## config.mk

```make
export PLATFORM = sky130hd
export DESIGN_NAME = axi_write_data_channel
export DESIGN_NICKNAME = d
export VERILOG_FILES = /design/src/rtl/axi_write_data_channel_pkg.sv /design/src/rtl/axi_write_data_channel.sv
export SDC_FILE = /design/constraint.sdc
export NUM_CORES = 1
export LEC_CHECK = 0
export ABC_AREA = 1
export CORE_ASPECT_RATIO = 1.5
export CORE_UTILIZATION = 46
export DETAILED_ROUTE_END_ITERATION = 8
export PLACE_DENSITY = 0.86
export SETUP_SLACK_MARGIN = 0.4
export SYNTH_ARGS = -nofsm -noshare
export SYNTH_HDL_FRONTEND = slang
export SYNTH_SLANG_ARGS = --single-unit
```

## constraint.sdc

```tcl
create_clock -name aclk -period 2.2 [get_ports aclk]
set_input_delay 0.33 -clock aclk [delete_from_list [all_inputs] [get_ports aclk]]
set_output_delay 0.33 -clock aclk [all_outputs]
set_load 0.05 [all_outputs]
```

## src/rtl/axi_write_data_channel_pkg.sv

```systemverilog
// Shared types and helpers for the AXI4 write-data channel that follows the
// linear address generator's AW bursts.
package axi_write_data_channel_pkg;

    typedef enum logic [1:0] {
        StIdle,
        StData,
        StPad,
        StWaitResp
    } wdc_state_e;

    localparam logic [1:0] RespOkay   = 2'd0;
    localparam logic [1:0] RespExokay = 2'd1;
    localparam logic [1:0] RespSlverr = 2'd2;
    localparam logic [1:0] RespDecerr = 2'd3;

    function automatic int unsigned bytes_per_beat(input int unsigned axsize);
        return 32'd1 << axsize;
    endfunction

    function automatic int unsigned beats_per_burst(input int unsigned axlen);
        return axlen + 32'd1;
    endfunction

endpackage

```

## src/rtl/axi_write_data_channel.sv

```systemverilog
// Converts an AXI-Stream into fixed-length AXI4 W bursts, pads the final burst,
// and counts B responses until every burst is acknowledged.
module axi_write_data_channel
    import axi_write_data_channel_pkg::*;
#(
    parameter int unsigned ADDR_WIDTH               = 32,
    parameter int unsigned DATA_WIDTH               = 64,
    parameter int unsigned STRB_WIDTH               = DATA_WIDTH / 8,
    parameter int unsigned ID_WIDTH                 = 8,
    parameter int unsigned AxLEN_BEATS_PER_TRANSFER = 15,
    parameter int unsigned AxSIZE_BYTES_PER_BEAT    = 3
) (
    input  logic                  aclk,
    input  logic                  resetn,
    input  logic                  start,
    output logic                  done,
    output logic                  error,
    input  logic [ADDR_WIDTH-1:0] dataSizeInBytes,
    input  logic                  s_axis_tvalid,
    output logic                  s_axis_tready,
    input  logic [DATA_WIDTH-1:0] s_axis_tdata,
    output logic [DATA_WIDTH-1:0] wdata,
    output logic [STRB_WIDTH-1:0] wstrb,
    output logic                  wlast,
    output logic                  wvalid,
    input  logic                  wready,
    input  logic [ID_WIDTH-1:0]   bid,
    input  logic [1:0]            bresp,
    input  logic                  bvalid,
    output logic                  bready
);

    localparam int unsigned CntW  = ADDR_WIDTH + 1;
    localparam int unsigned Bpb   = bytes_per_beat(AxSIZE_BYTES_PER_BEAT);
    localparam int unsigned Bpt   = beats_per_burst(AxLEN_BEATS_PER_TRANSFER);
    localparam int unsigned BeatW = (Bpt > 1) ? $clog2(Bpt) : 1;
    localparam int unsigned TailW = (AxSIZE_BYTES_PER_BEAT > 0) ? AxSIZE_BYTES_PER_BEAT : 1;

    localparam logic [CntW-1:0]       BpbRound = CntW'(Bpb - 1);
    localparam logic [CntW-1:0]       BptRound = CntW'(Bpt - 1);
    localparam logic [CntW-1:0]       BptCnt   = CntW'(Bpt);
    localparam logic [ADDR_WIDTH-1:0] BpbSize  = ADDR_WIDTH'(Bpb);
    localparam logic [BeatW-1:0]      LastBeat = BeatW'(AxLEN_BEATS_PER_TRANSFER);

    wdc_state_e        state_q, state_d;
    logic [CntW-1:0]   beats_q, beats_d;   // data beats still to come from the stream
    logic [CntW-1:0]   resp_q, resp_d;     // B responses still outstanding
    logic [BeatW-1:0]  beat_q, beat_d;     // position within the current burst
    logic [TailW-1:0]  tail_q, tail_d;
    logic              error_q, error_d;

    logic [CntW-1:0]       total_beats;
    logic [CntW-1:0]       total_bursts;
    logic [TailW-1:0]      size_tail;
    logic [STRB_WIDTH-1:0] tail_mask;
    logic                  final_beat;
    logic                  burst_end;
    logic                  b_hs;
    logic                  unused_bid;

    assign unused_bid = ^bid;

    assign total_beats  = ({1'b0, dataSizeInBytes} + BpbRound) >> AxSIZE_BYTES_PER_BEAT;
    assign total_bursts = (total_beats + BptRound) / BptCnt;
    assign size_tail    = TailW'(dataSizeInBytes % BpbSize);

    assign final_beat = (beats_q == CntW'(1));
    assign burst_end  = (beat_q == LastBeat);

    assign done  = (state_q == StIdle);
    assign error = error_q;

    always_comb begin
        tail_mask = ~({STRB_WIDTH{1'b1}} << tail_q);
    end

    always_comb begin
        state_d       = state_q;
        beats_d       = beats_q;
        resp_d        = resp_q;
        beat_d        = beat_q;
        tail_d        = tail_q;
        error_d       = error_q;
        wvalid        = 1'b0;
        wlast         = 1'b0;
        wdata         = '0;
        wstrb         = '0;
        s_axis_tready = 1'b0;
        bready        = (state_q != StIdle);

        // Responses are accepted in every active state, even ahead of the W beats.
        b_hs = bvalid && bready;
        if (b_hs && (resp_q != '0)) begin
            resp_d = resp_q - CntW'(1);
        end
        if (b_hs && (bresp != RespOkay)) begin
            error_d = 1'b1;
        end

        unique case (state_q)
            StIdle: begin
                if (start && (dataSizeInBytes != '0)) begin
                    state_d = StData;
                    beats_d = total_beats;
                    resp_d  = total_bursts;
                    beat_d  = '0;
                    tail_d  = size_tail;
                    error_d = 1'b0;
                end
            end

            StData: begin
                wvalid        = s_axis_tvalid;
                s_axis_tready = wready;
                wdata         = s_axis_tdata;
                wlast         = burst_end;
                wstrb         = (final_beat && (tail_q != '0)) ? tail_mask : '1;
                if (s_axis_tvalid && wready) begin
                    beats_d = beats_q - CntW'(1);
                    beat_d  = burst_end ? '0 : beat_q + BeatW'(1);
                    if (final_beat) begin
                        state_d = burst_end ? StWaitResp : StPad;
                    end
                end
            end

            StPad: begin
                wvalid = 1'b1;
                wlast  = burst_end;
                if (wready) begin
                    beat_d = burst_end ? '0 : beat_q + BeatW'(1);
                    if (burst_end) begin
                        state_d = StWaitResp;
                    end
                end
            end

            StWaitResp: begin
                if (resp_d == '0) begin
                    state_d = StIdle;
                end
            end

            default: state_d = StIdle;
        endcase
    end

    always_ff @(posedge aclk) begin
        if (!resetn) begin
            state_q <= StIdle;
            beats_q <= '0;
            resp_q  <= '0;
            beat_q  <= '0;
            tail_q  <= '0;
            error_q <= 1'b0;
        end else begin
            state_q <= state_d;
            beats_q <= beats_d;
            resp_q  <= resp_d;
            beat_q  <= beat_d;
            tail_q  <= tail_d;
            error_q <= error_d;
        end
    end

endmodule

```

==> run_results.csv, run 1 <==
group,metric,value,unit
status,outcome,"aborted with a tool error",
status,haltStage,"5_1_grt",
status,tool.error,"[ERROR GRT-0116] Global routing finished with congestion. Check the congestion regions in the DRC Viewer.",
floorplan,fp.dieW,107,um
yosys,synth_seq_area_share,20.2,%
yosys,synth_seq_cells,76,
placement,portBuffers,181,
yosys,synth_area,0.00754,mm^2
yosys,yosysUniqueCellTypes,50,
yosys,synth_top_area_cell,"dfxtp_1",
placement,dp_hpwl,26200,um
cts,cts_hold_buf,0,
yosys,avgSynthCellArea,5.56,um^2
cts,cts.path.max_buffers,2,
cts,numCtsBuffers,9,
yosys,synth.most_common_cell,"nand2_1",
placement,gp_congestion,1.02,
yosys,synth_top_cell_area_share,20.2,%
grt,grt_pass1_wl,111000,um
placement,dp_worst_setup_slack,-0.948,ns
yosys,synth_flop_cell,"dfxtp_1",
floorplan,pin_count,190,
yosys,async_flop_share,0,%
grt,grt_use_total,84.8,%
yosys,synth_edf_count,0,
yosys,synth.area.top_cells,"dfxtp_1 20%, nand2_1 20%, inv_1 10%",
floorplan,die_height,159,um
grt,grt_overflow,751,
cts,clkSinkCount,76,
yosys,synthCells,1357,
yosys,synth_nets,1478,
cts,clockRootBuffer,"clkbuf_16",
floorplan,initial_utilization,46.8,%
grt,grt_max_degree,54,
grt,grt_pass1_vias,17404,
yosys,synth_common_cells,"403 x nand2_1, 209 x inv_1, 186 x nor2_1",
yosys,synth-warning-count,0,
cts,cts.htree.levels,3,
floorplan,row_count,57,
==> layer usage <==
layer / overflow / track usage [%]
met5: 0 / 9.63
met4: 192 / 97.4
met3: 8 / 58.0
met2: 549 / 112
met1: 2 / 78.6
==> metrics by stage <==
| stage | cells | TNS [ns] | util, % | cell area [um^2] |
|---|---|---|---|---|
| after floorplan | 1357 | -0.118 | - | 8170 |
| after global placement | 1990 | -55.18 | 80.0 | 12900 |
| after detailed placement | 1990 | -62.55 | 80.0 | 12900 |
| after CTS | 2113 | -2.72 | 97.1 | 15700 |
==> timing repair <==
item	in CTS
setup buffers	96
pin swaps	155
cloned	11
resized for setup	536
setup endpoints to repair	153
==> kinds of logic after synthesis <==
kind of cell / share of synthesized area (%)
simple gates: 46.8
compound gates: 12.0
fa+ha+maj: 1.49
buf+inv: 13.9
xor+xnor: 5.66
flops: 20.2
==> inputs of run 2 (changes only) <==
--- a/config.mk
+++ b/config.mk
@@ -6,11 +6,9 @@
 export NUM_CORES = 1
 export LEC_CHECK = 0
 export ABC_AREA = 1
-export CORE_ASPECT_RATIO = 1.5
-export CORE_UTILIZATION = 46
+export CORE_UTILIZATION = 40
 export DETAILED_ROUTE_END_ITERATION = 8
-export PLACE_DENSITY = 0.86
-export SETUP_SLACK_MARGIN = 0.4
+export PLACE_DENSITY_LB_ADDON = 0.15
 export SYNTH_ARGS = -nofsm -noshare
 export SYNTH_HDL_FRONTEND = slang
 export SYNTH_SLANG_ARGS = --single-unit
==> constraint.sdc (replaced) <==
create_clock -name aclk -period 2.9 [get_ports aclk]
set_input_delay 0.435 -clock aclk [delete_from_list [all_inputs] [get_ports aclk]]
set_output_delay 0.435 -clock aclk [all_outputs]
set_load 0.05 [all_outputs]
==> run 2 against run 1 <==
The flow now finishes without violations. Area after synthesis unchanged. Synthesized cell count unchanged.
==> run_results.csv, run 2 <==
group,metric,value,unit
yosys,yosysUniqueCellTypes,50,
worst_setup_path,start_kind,"flop",
yosys,async_flop_share,0,%
floorplan,initial_utilization,41.4,%
floorplan,row_count,49,
cts,numCtsBuffers,9,
worst_setup_path,path_max_fanout,4,
cts,clk_pin_slew,0.06,ns
timing,tightestPinTransition,0.590,ns
cts,clockRootBuffer,"clkbuf_16",
worst_setup_path,worst-setup-path-type,"reg -> out",
timing,fmax,0.355,GHz
yosys,synth-warning-count,0,
yosys,synthMuxAreaShare,0,%
yosys,yosys.area_share.simple,46.8,%
cts,cts.htree.levels,3,
final_layout,layout.cells.non_filler,1858,
final_layout,n_antenna_cell,0,
yosys,synth.area.top_cells,"dfxtp_1 20%, nand2_1 20%, inv_1 10%",
floorplan,die_height,139,um
yosys,synth_seq_cells,76,
final_layout,multi_input_area,0.00503,mm^2
yosys,synth_flop_cell,"dfxtp_1",
cts,tritoncts,"yes",
power,clockPowerShare,12.7,%
drt,dr.pass1.iters,5,
power,peakVddDrop,497,uV
drt,wl_per_cell,13.9,um
grt,antenna_found_initial,0,
power,p_int,4.60,mW
yosys,synth_top_cell_area_share,20.2,%
yosys,synth_top_area_cell,"dfxtp_1",
placement,gp_congestion,0.955,
placement,portBuffers,181,
timing,hold_viol,0,
placement,dp_hpwl,21100,um
worst_setup_path,worst_ep_required_time,2.47,ns
power,p_sw_share,54.1,%
drt,first_iter_violations,625,
worst_setup_path,worstReg2RegStart,"resp_q[0]",
floorplan,fp.coreArea,0.0182,mm^2
final_layout,final_util,58.4,%
timing,finalSetupViolations,0,
yosys,synthCells,1357,
yosys,synth_nets,1478,
grt,grt_pass1_vias,8281,
final_layout,layout_commonest_cell,"nand2_1",
min_path,hold_start,"error",
timing,drv_slew,0,
worst_setup_path,critPathCaptureType,"output port",
status,outcome,"finished clean",
cts,clk_latency,0.35,ns
final_layout,seq_area,0.00153,mm^2
final_layout,area_growth,41.1,%
yosys,avgSynthCellArea,5.56,um^2
floorplan,fp.dieW,139,um
yosys,synth.most_common_cell,"nand2_1",
drt,num_vias,9167,
power,p_seq_share,17.5,%
min_path,hold_class,"reg -> reg",
grt,grt_overflow,0,
drt,ant_nets,0,
drt,drc_errors,0,
worst_setup_path,startpoint,"beats_q[15]",
final_layout,nets,1745,
grt,grt_use_total,26.7,%
cts,clkSinkCount,76,
timing,setup_tns,0,ns
worst_setup_path,cp.arrival,2.39,ns
power,power.density,942,mW/mm^2
yosys,synth_edf_count,0,
yosys,synth-compound-area-share,12.0,%
power,p_leak,5.50,nW
drt,wl,25900,um
final_layout,fill_cells,1854,
run,max-cap-violations,0,
final_layout,reg_top3,"beats_q (33), resp_q (33), beat_q (4)",
yosys,synth_area,0.00754,mm^2
floorplan,pin_count,190,
yosys,synth_common_cells,"403 x nand2_1, 209 x inv_1, 186 x nor2_1",
timing,worst_hold_slack,0.454,ns
placement,dp.cells,1839,
timing,post-route-min-period,2.82,ns
timing,period_share,97.3,%
final_layout,layout_common_cells,"402 x nand2_1, 207 x inv_1, 183 x nor2_1",
power,combPwrFrac,69.8,%
cts,cts.path.max_buffers,2,
yosys,synthAdderAreaFrac,1.49,%
grt,grt_pass1_wl,41500,um
yosys,synth_top_family_by_area,"simple AND/OR/NAND/NOR gates",
timing,clock_skew,0.00761,ns
drt,viasPerCell,4.93,
grt,grt_max_degree,44,
worst_setup_path,reg2reg_slack,0.28,ns
yosys,synth_xor_area_share,5.66,%
power,total_power,10.0,mW
yosys,synth_seq_area_share,20.2,%
final_layout,layout-drive-gt1-share,17.7,%
floorplan,dieArea,0.0194,mm^2
power,p_sw,5.42,mW
timing,slew_headroom,60.6,%
==> run 2: cell counts after synthesis <==
No cell type changed its count.
==> run 2: routing by layer <==
layer	wire length (um)	vias to the layer above	GRT usage (%)
met5	0	-	0
met4	528	0	8.01
met3	1160	30	3.72
met2	12400	266	45.3
met1	11900	4083	34.8
li1	-	4788	-
==> run 2: area by class of cell <==
class	instances	share of cell area, %
Clock inverter	5	0.788
Sequential cell	76	14.3
Clock buffer	11	2.28
Multi-Input combinational cell	1013	47.3
Timing Repair Buffer	295	24.5
Tap cell	229	2.69
Inverter	229	8.08
==> run 2: worst paths after layout <==
kind,depth (start not counted),end
max,15,wstrb[2]
max reg2reg,18,state_q[1]
min,2,error
min reg2reg,2,error
==> run 2: metrics by stage <==
| stage | cell area, um^2 | setup slack [ns] |
|---|---|---|
| global route | 10600 | -0.0379 |
| detailed placement | 10200 | -0.109 |
| global placement | 10200 | -0.0858 |
| CTS | 10600 | -0.0656 |
| finish | 10600 | 0.0795 |
| floorplan | 7540 | 0.0472 |
==> run 2: kinds of logic (layout without fill, tap and decap cells) <==
kind of cell | Yosys count | in the layout
AO/OA/AOI/OAI | 163 | 163
XOR/XNOR | 47 | 47
adder cells (fa/ha/maj) | 9 | 9
buffers and inverters | 268 | 540
flip-flops | 76 | 76
AND/OR/NAND/NOR | 794 | 794
==> run 2: critical path, stage by stage, from the launching register on <==
cell and delay [ns]:
dfxtp_2 0.34, nor2_2 0.13, inv_1 0.08, nor3_2 0.10, inv_1 0.08, nor2_1 0.11, nand4_1 0.16, nor2_1 0.17
nand2_1 0.09, inv_2 0.07, nand2_2 0.06, o21ai_0 0.15, inv_1 0.10, a31oi_4 0.16, inv_2 0.07, buf_12 0.15
==> run 2: timing repair <==
| item | CTS | global route |
|---|---|---|
| buffers inserted | 0 | 3 |
| resized for setup | 1 | 15 |
| setup endpoints to repair | 2 | 8 |
| pin swaps | 0 | 3 |
| cloned | 0 | 0 |
| hold buffers | 0 | 0 |
==> run 2: power by group through the flow <==
stage | registers, mW | logic, mW | clock network [mW]
2_1_floorplan | 1.65 | 4.73 | 0
3_3_place_gp | 1.74 | 6.78 | 0
3_5_place_dp | 1.74 | 6.84 | 0
4_1_cts | 1.73 | 6.88 | 1.29
5_1_grt | 1.80 | 7.68 | 1.33
6_report | 1.75 | 7.00 | 1.27
No activity file was read; power rests on OpenSTA's default activity.
==> inputs of run 3 (changes only) <==
--- a/config.mk
+++ b/config.mk
@@ -6,7 +6,11 @@
 export NUM_CORES = 1
 export LEC_CHECK = 0
 export ABC_AREA = 1
-export CORE_UTILIZATION = 40
+export ABC_CLOCK_PERIOD_IN_PS = 2900
+export CELL_PAD_IN_SITES_DETAIL_PLACEMENT = 1
+export CELL_PAD_IN_SITES_GLOBAL_PLACEMENT = 2
+export CORE_UTILIZATION = 25
+export CTS_CLUSTER_DIAMETER = 50
 export DETAILED_ROUTE_END_ITERATION = 8
 export PLACE_DENSITY_LB_ADDON = 0.15
 export SYNTH_ARGS = -nofsm -noshare
==> run 3 against run 2 <==
Hold slack got worse by 0.0038 ns. First-iteration DRC count decreased by 48%. Via count up 2.9%. Sequential power barely moved. Power up 4.9%. Final area increased by 5.7%. Flip-flop and latch count stayed put. Final cell count up 11%. Clock power is 8% higher. Largest cell class unchanged. Highest routed layer is now met5.
==> run_results.csv, run 3 (synthesized netlist as in run 2, its figures left out) <==
group,metric,value,unit
cts,cts.path.max_buffers,2,
drt,wl,32600,um
final_layout,nets,1790,
floorplan,fp.dieW,176,um
final_layout,n_antenna_cell,0,
worst_setup_path,crit_top_cell,"inv_2",
cts,clkSinkCount,76,
drt,wl_per_cell,15.8,um
worst_setup_path,crit_family,"simple AND/OR/NAND/NOR gates",
timing,drv_slew,0,
final_layout,final_area,0.0112,mm^2
placement,dp_worst_setup_slack,-0.150,ns
run,max-cap-violations,0,
final_layout,area_growth,49.1,%
placement,placed_area,0.0107,mm^2
timing,setup_tns,0,ns
worst_setup_path,crit_buf_inv,5,
power,p_leak,5.77,nW
cts,numCtsBuffers,9,
power,peakVddDrop,352,uV
grt,grt_max_degree,47,
drt,dr.pass1.iters,4,
worst_setup_path,path_cells,"nor2_2, inv_1, nor3_1, nand4_1, nor2_1, nand2_1, inv_2, nand2_2, o21ai_2, inv_2, a31oi_4, inv_2, buf_12",
placement,portBuffers,181,
timing,clock_skew,0.0110,ns
status,outcome,"finished clean",
cts,cts.htree.levels,3,
timing,fmax,0.366,GHz
final_layout,fill_cells,3993,
worst_setup_path,path_max_fanout,5,
timing,hold_viol,0,
cts,clk_pin_slew,0.07,ns
floorplan,die_height,176,um
floorplan,pin_count,190,
grt,antenna_found_initial,1,
timing,post-route-min-period,2.73,ns
worst_setup_path,max_stage_delay,0.37,ns
cts,clk_latency,0.36,ns
drt,viasPerCell,4.57,
drt,num_vias,9434,
final_layout,layout_common_cells,"402 x nand2_1, 222 x buf_4, 206 x inv_1",
floorplan,row_count,63,
worst_setup_path,worst_ep_required_time,2.47,ns
final_layout,layout_commonest_cell,"nand2_1",
grt,grt_pass1_wl,50600,um
placement,gp_congestion,0.856,
worst_setup_path,worst-setup-path-type,"reg -> out",
timing,period_share,94.3,%
worst_setup_path,cp.arrival,2.30,ns
cts,cts_hold_buf,0,
floorplan,dieArea,0.0309,mm^2
power,power.density,934,mW/mm^2
final_layout,reg_top3,"beats_q (33), resp_q (33), beat_q (4)",
timing,tightestPinTransition,0.743,ns
worst_setup_path,critPathCaptureType,"output port",
timing,slew_headroom,50.4,%
floorplan,fp.coreArea,0.0296,mm^2
min_path,hold_class,"reg -> reg",
grt,grt_overflow,0,
cts,clockRootBuffer,"clkbuf_16",
timing,finalWorstSetupSlack,0.167,ns
placement,dp_hpwl,27100,um
floorplan,initial_utilization,25.4,%
power,total_power,10.5,mW
worst_setup_path,slowest_stage,"dfxtp_1",
drt,first_iter_violations,326,
grt,grt_use_total,21.0,%
drt,drc_errors,0,
drt,ant_nets,0,
worst_setup_path,start_kind,"flop",
cts,tritoncts,"yes",
timing,rsz0062_at_grt,"yes",
timing,finalSetupViolations,0,
grt,grt_pass1_vias,9455,
final_layout,layout-drive-gt1-share,20.2,%
-- run 3: final cells by class --
cell class	count	area, um^2	share of cell area, %
inverters	229	860	7.65
flip-flops and latches	76	1530	13.6
multi-input cells	1013	5050	44.9
clock buffers	10	239	2.13
clock inverters	6	111	0.990
repair buffers	340	2970	26.4
well taps	390	488	4.34
-- run 3: worst paths after layout --
path | startpoint | to | slack (ns) | depth (start not counted)
max | beats_q[6] | wstrb[2] | 0.17 | 13
min | error | error | 0.45 | 2
max reg2reg | resp_q[0] | state_q[0] | 0.19 | 21
min reg2reg | error | error | 0.45 | 2
-- run 3: routing by layer --
metal | vias up | share of wire [%] | track usage (%)
met1 | 4361 | 45 | 25.7
met4 | 2 | 1.9 | 6.09
li1 | 4861 | - | -
met2 | 175 | 50 | 38.1
met3 | 35 | 3.2 | 2.77
met5 | - | 0.040 | 0
-- run 3: metrics by stage --
stage | hold slack, ns | std cells | util [%]
6_report | 0.451 | 2064 | 37.9
3_5_place_dp | 0.455 | 2040 | 36.2
2_1_floorplan | 0.446 | 1357 | -
5_1_grt | 0.479 | 2064 | 37.9
3_3_place_gp | 0.436 | 2040 | 36.2
4_1_cts | 0.462 | 2061 | 37.6
-- run 3: report_power, final --
part	switching, mW	leakage [nW]	total (mW)	internal, mW
Combinational	4.85	4.98	7.41	2.56
Clock	0.506	0.169	1.37	0.865
Sequential	0.359	0.625	1.73	1.37
Total	5.71	5.77	10.5	4.79
-- run 3: worst reg2reg max path, cell delays in order (launching register included) --
cell and delay, ns:
dfxtp_1 0.37, clkinv_1 0.10, ha_1 0.24, nand2_4 0.12, nor2_4 0.07, nand2_2 0.09, nor2_4 0.05, nand2_4 0.16
nand2_4 0.10, buf_12 0.17, nand2_1 0.08, nand2_1 0.07, clkinv_1 0.05, nand2_1 0.05, nor2_1 0.19, nand3_1 0.16
nor2_1 0.12, nand2_1 0.10, nand2_2 0.10, nand3_1 0.08, nand2_1 0.08, nor2_1 0.05
-- run 3: timing repair --
item	4_1_cts	5_1_grt
endpoints found under the hold margin	0	0
buffers inserted	5	2
resized for setup	6	17
setup endpoints to repair	1	13
gates cloned	0	1
pin swaps	2	3
==> inputs of run 4 (changes only) <==
--- a/config.mk
+++ b/config.mk
@@ -13,6 +13,7 @@
 export CTS_CLUSTER_DIAMETER = 50
 export DETAILED_ROUTE_END_ITERATION = 8
 export PLACE_DENSITY_LB_ADDON = 0.15
+export SKIP_LAST_GASP = 1
 export SYNTH_ARGS = -nofsm -noshare
 export SYNTH_HDL_FRONTEND = slang
 export SYNTH_SLANG_ARGS = --single-unit
==> run 4 against run 3 <==
Final area is the same. Clock skew is the same. Final cell count is the same. Flip-flop and latch count did not move. Count of clock-buffer cells in the layout unchanged. Via count did not move. Non-clock buffer count did not move. Critical path type unchanged. Largest power group unchanged. Utilization stayed put. Clock power barely moved. Highest routed layer unchanged.
==> run_results.csv, run 4 (synthesized netlist as in run 2, its figures left out) <==
group,metric,value,unit
status,outcome,"finished clean",
timing,period_share,94.3,%
final_layout,fill_cells,3993,
timing,setup_tns,0,ns
power,p_leak,5.77,nW
worst_setup_path,path_cells,"nor2_2, inv_1, nor3_1, nand4_1, nor2_1, nand2_1, inv_2, nand2_2, o21ai_2, inv_2, a31oi_4, inv_2, buf_12",
power,peakVddDrop,352,uV
grt,grt_pass1_vias,9455,
timing,post-route-min-period,2.73,ns
worst_setup_path,start_kind,"flop",
floorplan,pin_count,190,
grt,antenna_found_initial,1,
placement,gp_congestion,0.856,
grt,grt_overflow,0,
timing,tightestPinTransition,0.743,ns
timing,finalSetupViolations,0,
drt,wl_per_cell,15.8,um
floorplan,row_count,63,
grt,grt_max_degree,47,
final_layout,area_growth,49.1,%
power,power.density,934,mW/mm^2
cts,cts.htree.levels,3,
min_path,hold_class,"reg -> reg",
worst_setup_path,path_max_fanout,5,
placement,portBuffers,181,
worst_setup_path,max_stage_delay,0.37,ns
run,max-cap-violations,0,
drt,dr.pass1.iters,4,
floorplan,dieArea,0.0309,mm^2
cts,numCtsBuffers,9,
cts,clkSinkCount,76,
floorplan,initial_utilization,25.4,%
timing,slew_headroom,50.4,%
worst_setup_path,crit_top_cell,"inv_2",
worst_setup_path,critPathCaptureType,"output port",
cts,clockRootBuffer,"clkbuf_16",
drt,ant_nets,0,
final_layout,nets,1790,
timing,finalWorstSetupSlack,0.167,ns
cts,tritoncts,"yes",
cts,cts.path.max_buffers,2,
floorplan,fp.dieW,176,um
timing,fmax,0.366,GHz
final_layout,n_antenna_cell,0,
worst_setup_path,cp.arrival,2.30,ns
drt,viasPerCell,4.57,
worst_setup_path,worst_ep_required_time,2.47,ns
timing,drv_slew,0,
worst_setup_path,worst-setup-path-type,"reg -> out",
floorplan,fp.coreArea,0.0296,mm^2
final_layout,reg_top3,"beats_q (33), resp_q (33), beat_q (4)",
placement,dp.cells,2040,
timing,clock_skew,0.0110,ns
grt,grt_pass1_wl,50600,um
grt,grt_use_total,21.0,%
drt,num_vias,9434,
final_layout,layout_common_cells,"402 x nand2_1, 222 x buf_4, 206 x inv_1",
cts,cts_hold_buf,0,
drt,drc_errors,0,
placement,dp_worst_setup_slack,-0.150,ns
floorplan,die_height,176,um
final_layout,layout.cells.non_filler,2064,
worst_setup_path,slowest_stage,"dfxtp_1",
cts,clk_latency,0.36,ns
placement,dp_hpwl,27100,um
worst_setup_path,crit_family,"simple AND/OR/NAND/NOR gates",
final_layout,layout_commonest_cell,"nand2_1",
timing,hold_viol,0,
drt,wl,32600,um
timing,rsz0062_at_grt,"yes",
worst_setup_path,crit_buf_inv,5,
timing,worst_hold_slack,0.451,ns
drt,first_iter_violations,326,
final_layout,layout-drive-gt1-share,20.2,%
cts,clk_pin_slew,0.07,ns
## run 4: cell counts in the layout (fill, tap and decap cells not counted)
No cell type changed its count.
## run 4: power by group
group,switching [mW],internal (mW),leakage [nW]
Sequential,0.359,1.37,0.625
Clock,0.506,0.865,0.169
Combinational,4.85,2.56,4.98
## run 4: timing repair
item	CTS	global route
endpoints found under the setup margin	1	13
hold endpoints to repair	0	0
pin swaps	2	3
buffers inserted	5	2
gates resized for setup	6	17
gates cloned	0	1
## run 4: cell type report
cell class / instances / area, um^2 / area share (%)
clock buffers: 10 / 239 / 2.13
clock inverters: 6 / 111 / 0.990
inverters: 229 / 860 / 7.65
multi-input cells: 1013 / 5050 / 44.9
flip-flops and latches: 76 / 1530 / 13.6
well taps: 390 / 488 / 4.34
repair buffers: 340 / 2970 / 26.4
## run 4: through the flow
stage | util, % | power (mW) | instance area, um^2
floorplan | - | 6.38 | 7540
global placement | 36.2 | 8.91 | 10700
detailed placement | 36.2 | 8.99 | 10700
CTS | 37.6 | 10.5 | 11100
global route | 37.9 | 11.4 | 11200
finish | 37.9 | 10.5 | 11200
## run 4: tightest hold or removal path, delay by kind of cell, from the launching register on
kind | cells | cell delay, ns
buffers and inverters | 1 | 0.05
AOI/OAI and AO/OA | 1 | 0.05
DFF | 1 | 0.31
## run 4: routing by layer
layer | up-vias | global-route usage [%] | wire length [um]
met3 | 35 | 2.77 | 1050
li1 | 4861 | - | -
met2 | 175 | 38.1 | 16200
met5 | - | 0 | 13
met4 | 2 | 6.09 | 620
met1 | 4361 | 25.7 | 14700
## run 4: worst paths after layout
path,from,end,slack (ns),cells after the start
setup / recovery,beats_q[6],wstrb[2],0.17,13
hold / removal,error,error,0.45,2
setup reg to reg,resp_q[0],state_q[0],0.19,21
hold reg to reg,error,error,0.45,2
